### src/rtl/rf_wb_arbiter.sv
// rf_wb_arbiter: two-requester writeback arbiter for a register file, plus an
// optional pending-write scoreboard for source-operand hazard checks.
//
// Ports:
//   clk_i, reset_i                   clock, synchronous active-high reset
//   reqX_valid_i/rd_i/data_i         writeback request from requester X (0 = ALU, 1 = multi-cycle)
//   reqX_ready_o                     request X accepted this cycle (combinational)
//   w_enable_o, rd_o, wdata_o        registered write port to the register file
//   issue_valid_i, issue_rd_i        instruction issuing with destination issue_rd_i
//   chk_rs_i, chk_rt_i               source registers to hazard-check
//   rs_busy_o, rt_busy_o             source register has an uncommitted write pending
//   sb_err_o                         sticky: a commit hit a register with nothing pending
//
// Build option: define RF_WB_SCOREBOARD_EN to include the scoreboard. Without it the
// busy/error outputs are tied low and the issue/check inputs are ignored.
module rf_wb_arbiter #(
    parameter int unsigned M  = 32,
    parameter int unsigned N  = 8,
    localparam int unsigned AW = $clog2(M)
) (
    input  logic          clk_i,
    input  logic          reset_i,
    input  logic          req0_valid_i,
    input  logic [AW-1:0] req0_rd_i,
    input  logic [N-1:0]  req0_data_i,
    output logic          req0_ready_o,
    input  logic          req1_valid_i,
    input  logic [AW-1:0] req1_rd_i,
    input  logic [N-1:0]  req1_data_i,
    output logic          req1_ready_o,
    output logic          w_enable_o,
    output logic [AW-1:0] rd_o,
    output logic [N-1:0]  wdata_o,
    input  logic          issue_valid_i,
    input  logic [AW-1:0] issue_rd_i,
    input  logic [AW-1:0] chk_rs_i,
    input  logic [AW-1:0] chk_rt_i,
    output logic          rs_busy_o,
    output logic          rt_busy_o,
    output logic          sb_err_o
);

    // last_grant_q = 1 means requester 1 won the most recent grant cycle.
    logic          last_grant_q, last_grant_d;
    logic          w_enable_q, w_enable_d;
    logic [AW-1:0] rd_q, rd_d;
    logic [N-1:0]  wdata_q, wdata_d;

    logic          gnt0, gnt1, gnt_any;
    logic [AW-1:0] gnt_rd;
    logic [N-1:0]  gnt_data;
    logic          commit;

    always_comb begin
        gnt0 = 1'b0;
        gnt1 = 1'b0;
        if (!reset_i) begin
            if (req0_valid_i && req1_valid_i) begin
                gnt0 = last_grant_q;
                gnt1 = ~last_grant_q;
            end else begin
                gnt0 = req0_valid_i;
                gnt1 = req1_valid_i;
            end
        end
    end

    assign gnt_any      = gnt0 | gnt1;
    assign gnt_rd       = gnt1 ? req1_rd_i : req0_rd_i;
    assign gnt_data     = gnt1 ? req1_data_i : req0_data_i;
    // Writes to register 0 complete the handshake but never reach the file.
    assign commit       = gnt_any && (gnt_rd != '0);
    assign req0_ready_o = gnt0;
    assign req1_ready_o = gnt1;

    always_comb begin
        w_enable_d   = commit;
        rd_d         = gnt_any ? gnt_rd : rd_q;
        wdata_d      = gnt_any ? gnt_data : wdata_q;
        last_grant_d = gnt_any ? gnt1 : last_grant_q;
    end

    always_ff @(posedge clk_i) begin
        if (reset_i) begin
            last_grant_q <= 1'b1;
            w_enable_q   <= 1'b0;
            rd_q         <= '0;
            wdata_q      <= '0;
        end else begin
            last_grant_q <= last_grant_d;
            w_enable_q   <= w_enable_d;
            rd_q         <= rd_d;
            wdata_q      <= wdata_d;
        end
    end

    assign w_enable_o = w_enable_q;
    assign rd_o       = rd_q;
    assign wdata_o    = wdata_q;

`ifdef RF_WB_SCOREBOARD_EN
    // Bit 0 exists only to allow direct indexing; it is never set.
    logic [M-1:0] pending_q, pending_d;
    logic [M-1:0] set_vec, clr_vec;
    logic         sb_err_q, sb_err_d;

    always_comb begin
        set_vec = '0;
        clr_vec = '0;
        if (issue_valid_i && (issue_rd_i != '0)) set_vec = M'(1) << issue_rd_i;
        if (commit)                              clr_vec = M'(1) << gnt_rd;
        // OR-ing the set after the clear makes a same-cycle issue win.
        pending_d = (pending_q & ~clr_vec) | set_vec;
        sb_err_d  = sb_err_q | (commit && !pending_q[gnt_rd] && !set_vec[gnt_rd]);
    end

    always_ff @(posedge clk_i) begin
        if (reset_i) begin
            pending_q <= '0;
            sb_err_q  <= 1'b0;
        end else begin
            pending_q <= pending_d;
            sb_err_q  <= sb_err_d;
        end
    end

    assign rs_busy_o = pending_q[chk_rs_i];
    assign rt_busy_o = pending_q[chk_rt_i];
    assign sb_err_o  = sb_err_q;
`else
    logic unused_sb_inputs;
    assign unused_sb_inputs = ^{issue_valid_i, issue_rd_i, chk_rs_i, chk_rt_i};
    assign rs_busy_o = 1'b0;
    assign rt_busy_o = 1'b0;
    assign sb_err_o  = 1'b0;
`endif

endmodule

### config.mk
export PLATFORM = sky130hd
export DESIGN_NAME = rf_wb_arbiter
export DESIGN_NICKNAME = d
export VERILOG_FILES = /design/src/rtl/rf_wb_arbiter.sv
export SDC_FILE = /design/constraint.sdc
export NUM_CORES = 1
export LEC_CHECK = 0
export CORE_MARGIN = 4
export CORE_UTILIZATION = 30
export CTS_CLUSTER_DIAMETER = 120
export DETAILED_ROUTE_END_ITERATION = 6
export PLACE_DENSITY = 0.76
export REMOVE_ABC_BUFFERS = 1
export SYNTH_ARGS = -nofsm -noshare
export SYNTH_HDL_FRONTEND = slang
export SYNTH_SLANG_ARGS = --single-unit
### constraint.sdc
create_clock -name clk_i -period 2 [get_ports clk_i]
set_clock_uncertainty 0.2 [all_clocks]
set_input_delay 0.3 -clock clk_i [delete_from_list [all_inputs] [get_ports clk_i]]
set_output_delay 0.3 -clock clk_i [all_outputs]
set_load 0.01 [all_outputs]
; Word-level counts from Yosys, hierarchy flattened
; Cells that the tools add are included.
[classes]
reduce_logical = 3
n_addsub = 0
order_cmp = 0
n_div = 0
eq_ne = 0
n_mux = 6
multipliers = 0
shift = 0
n_bitwise = 2
[op_table]
columns = operator, n
row1 = $mux 8, 1
row2 = $mux 5, 1
row3 = $reduce_bool 5->1, 1
row4 = $mux 1, 4
row5 = $logic_and 1x1->1, 2
row6 = $not 1->1, 1
row7 = $or 1x1->1, 1
[word_totals]
word_cells = 15
ram_bits = 0
reg_bits = 15
romBits = 0
input_bits = 46
latchBits = 0
n_memories = 0

; Depth between registers and ports, before layout
; Gate-level depths: netlist (run 1).
[logic_depth]
word_depth = 6
ltp_mapped = 6

; Worst setup path after synthesis (run 1)
; Ideal clock, no wire load.
[synth_path]
kind = input to output
startpoint = input port req0_valid_i
endpoint = output port req0_ready_o
path_stages = 6
required_time_ps = 1500
arrival_ps = 1155
n_path_buf = 2
path_slack_ps = 345
path_cell_list = and2_4 > buf_6 > or2_4 > buf_6 > inv_1 > nor2_1
[synth_between]
elab_chain_len = 3
[synth_rtl]
columns = element, line_no
row1 = "start, declared", 23  ; input logic req0_valid_i,
row2 = $logic_and 1x1->1, 58  ; if (req0_valid_i && req1_valid_i) begin
row3 = $mux 1 *, 58
row4 = $mux 1 *, 57  ; if (!reset_i) begin
row5 = "end, declared", 26  ; output logic req0_ready_o,
; Mark *: on every way between the ends. The rest lies on a longest branch, timed or not.

; Final worst setup path (run 1)
[layout_path]
startpoint = input port reset_i
endpoint = output port req0_ready_o
[layout_between]
elab_chain_len = 1
[layout_rtl]
columns = element, line_no
row1 = "start, declared", 22  ; input logic reset_i,
row2 = $mux 1, 57
; Every way passes these cells.

==> results.sh, run 1 <==
export IMPL_hold_path_class="register to register"
export IMPL_clkLatencyLatePin_ps=280
export IMPL_end_kind="output port"
export IMPL_setup_viol=0
export IMPL_p_per_area_nw_per_um2=561
export IMPL_p_seq_share_pct=45.1
export IMPL_pwr_share_comb_pct=31.4
export IMPL_placed_area_sq_um=1310
export IMPL_fillers=259
export IMPL_grt_first_pass_wirelength_microns=3730
export IMPL_crit_path_max_fanout=2
export IMPL_clk_pin_slew_ps=90
export IMPL_globalplace_congestion=0.722
export IMPL_netlist_area_sq_um=813
export IMPL_vias=875
export IMPL_startpoint_type="input pin"
export IMPL_synth_top_family_by_area="simple AND/OR/NAND/NOR gates"
export IMPL_crit_required_ps=1500
export IMPL_cts_buffers=3
export IMPL_synth_distinct_cells=23
export IMPL_synthCells=94
export IMPL_pin_count=65
export IMPL_switching_power_mw=0.205
export IMPL_max_freq_mhz=534
export IMPL_grt_pass1_vias=847
export IMPL_final_cell_mix="clkdlybuf4s50_1, nor2_1, dfxtp_1"
export IMPL_crit_chain="clkdlybuf4s50_1, nand2b_2, or2_4, inv_1, nor2_1, clkbuf_2"
export IMPL_die_height_microns=60.1
export IMPL_leakagePower_nw=0.508
export IMPL_port_buffers=45
export IMPL_num_antenna_cells=0
export IMPL_ant_nets=0
export IMPL_clock_power_share_pct=23.4
export IMPL_areaGrowthSynthToFinish_pct=62.8
export IMPL_fin_crit_ps=1870
export IMPL_max_stage_delay_ps=410
export IMPL_final_hold_viol_count=0
export IMPL_wl_microns=2410
export IMPL_whs_ps=312
export IMPL_cts_num_sinks=15
export IMPL_detail_route_iter0_violations=8
export IMPL_h_tree_depth=1
export IMPL_detailed_place_hpwl_microns=1850
export IMPL_avgSynthCellArea_sq_um=8.65
export IMPL_drtPass1Iterations=4
export IMPL_timing_critical_path_buf_inv=3
export IMPL_drcViolationCount=0
export IMPL_vdd_ir_drop_max_uv=420
export IMPL_synth_xor_area_share_pct=0
export IMPL_wl_per_cell_microns=13.8
export IMPL_clock_root_buffer="clkbuf_4"
export IMPL_initial_core_util_pct=32.2
export IMPL_grt_overflow_total=0
export IMPL_yosys_area_share_simple_pct=29.2
export IMPL_finalCritPeriodShare_pct=93.7
export IMPL_cts_setup_buffers=0
export IMPL_row_count=18
export IMPL_yosys_warnings=0
export IMPL_dp_slack_ps=-293
export IMPL_cp_top_family="buffers and inverters"
export IMPL_die_x_microns=60.1
export IMPL_synth_mux_area_share_pct=0
export IMPL_synth_fa_ha_area_share_pct=0
export IMPL_ys_seq_area_share_pct=36.9
export IMPL_final_common_cell="clkdlybuf4s50_1"
export IMPL_synth_largest_area_cell="dfxtp_1"
export IMPL_rsz0062_at_grt="no"
export IMPL_max_clock_path_buffers=2
export IMPL_grt_max_degree=16
export IMPL_antenna_found_initial=0
export IMPL_synth_compound_area_share_pct=23.7
export IMPL_tritoncts="done"
export IMPL_sw_frac_of_total_pct=27.7
export IMPL_maxCapViolations=0
export IMPL_power_internal_mw=0.537
export IMPL_ys_ff_latch=15
export IMPL_status="complete, no violations"
export IMPL_coreArea_sq_um=2520
export IMPL_layout_setup_ws_ps=127
export IMPL_drv_slew=0
export IMPL_layout_nets=191
export IMPL_critPathKind="input pin to output port"
export IMPL_drive_gt1_share_pct=18.1
export IMPL_cp_slowest_cell="clkdlybuf4s50_1"
export IMPL_grt_usage_pct=13.6
export IMPL_vias_per_cell=5.03
export IMPL_synth_area_leaders="dfxtp_1, nor2_1, a2111oi_2, nor3_1, a2111oi_0"
export IMPL_fp_dieArea_sq_um=3610
export IMPL_final_cell_area_sq_um=1320
export IMPL_arrival_ps=1370
export IMPL_synth_top_area_share_pct=36.9
-- layer usage --
layer  global-route usage (%)  part of all wire (%)  up-vias
li1                         -                     -      430
met3                     4.54                   8.2        0
met4                    0.949                     0        0
met5                        0                     0        -
met2                     23.9                    50       38
met1                     16.6                    42      407
-- logic make-up (layout without fill, tap and decap cells) --
logic type | Yosys count | after routing
buffers and inverters | 12 | 60
DFF | 15 | 15
AOI/OAI and AO/OA | 15 | 15
and+or+nand+nor | 51 | 51
other | 1 | 3
-- cell usage after synthesis --
library cell and n:
o21bai_1 1, inv_1 1, nor2_1 30, conb_1 1
dfxtp_1 15, buf_6 2, buf_4 4, nand2b_1 1
nor3_1 13, and2_4 1, a2111oi_4 1, clkbuf_1 1
nand2b_2 1, a2111oi_2 7, a2111oi_1 1, a2111oi_0 4
or4_1 2, a211oi_1 1, or2_4 1, buf_1 1
or2_1 1, nor4_1 1, buf_2 3
-- power by group through the flow --
| stage | Sequential [mW] | Combinational, mW | Clock (mW) |
|---|---|---|---|
| 4_1_cts | 0.336 | 0.236 | 0.179 |
| 2_1_floorplan | 0.354 | 0.0757 | 0 |
| 6_report | 0.335 | 0.233 | 0.174 |
| 3_3_place_gp | 0.342 | 0.232 | 0 |
| 3_5_place_dp | 0.343 | 0.237 | 0 |
| 5_1_grt | 0.340 | 0.250 | 0.189 |
-- final cells by class --
class / count / area [sq um] / area share, %
inverter: 1 / 3.75 / 0.284
tap: 30 / 37.5 / 2.84
multi-input combinational: 69 / 442 / 33.4
clock buffer: 4 / 26.3 / 1.98
timing repair buffer: 55 / 514 / 38.8
sequential: 15 / 300 / 22.7
-- through the flow --
step / total power, mW / instances / TNS, ps / util [%]
finish: 0.743 / 174 / 0 / 52.5
global route: 0.779 / 174 / 0 / 52.5
CTS: 0.750 / 174 / 0 / 52.8
detailed placement: 0.580 / 170 / -1120 / 51.9
global placement: 0.575 / 170 / -591 / 51.9
floorplan: 0.429 / 85 / 0 / -
-- tightest hold or removal path, delay by kind of cell (launching register included) --
kind / cells / cell delay (ps)
compound gates: 1 / 50
simple gates: 1 / 90
flops: 1 / 320
-- worst paths after layout --
check	from	to	slack [ps]	cells after the start
max reg2reg	last_grant_q	wdata_o[1]	310	4
min reg2reg	wdata_o[3]	wdata_o[3]	310	2
max	reset_i	req0_ready_o	130	6
min	wdata_o[3]	wdata_o[3]	310	2
-- flip-flops by register name, indices dropped and copies added (netlist names) --
signal	flops
rd_o	5
last_grant_q	1
w_enable_o	1
wdata_o	8
-- repair_timing --
| action | CTS | global route |
|---|---|---|
| hold endpoints to repair | 0 | 0 |
| hold buffers | 0 | 0 |
| endpoints found under the setup margin | 2 | 2 |
| resized for setup | 4 | 3 |
Note: power is estimated with default switching activity, not from simulation.
==> run 2, diff against run 1 <==
SLEW_MARGIN = 20   (was not set)
TNS_END_PERCENT = 5   (was not set)
==> results of run 2 <==
No change in the layout: final DEF, timing and power equal those of run 1.
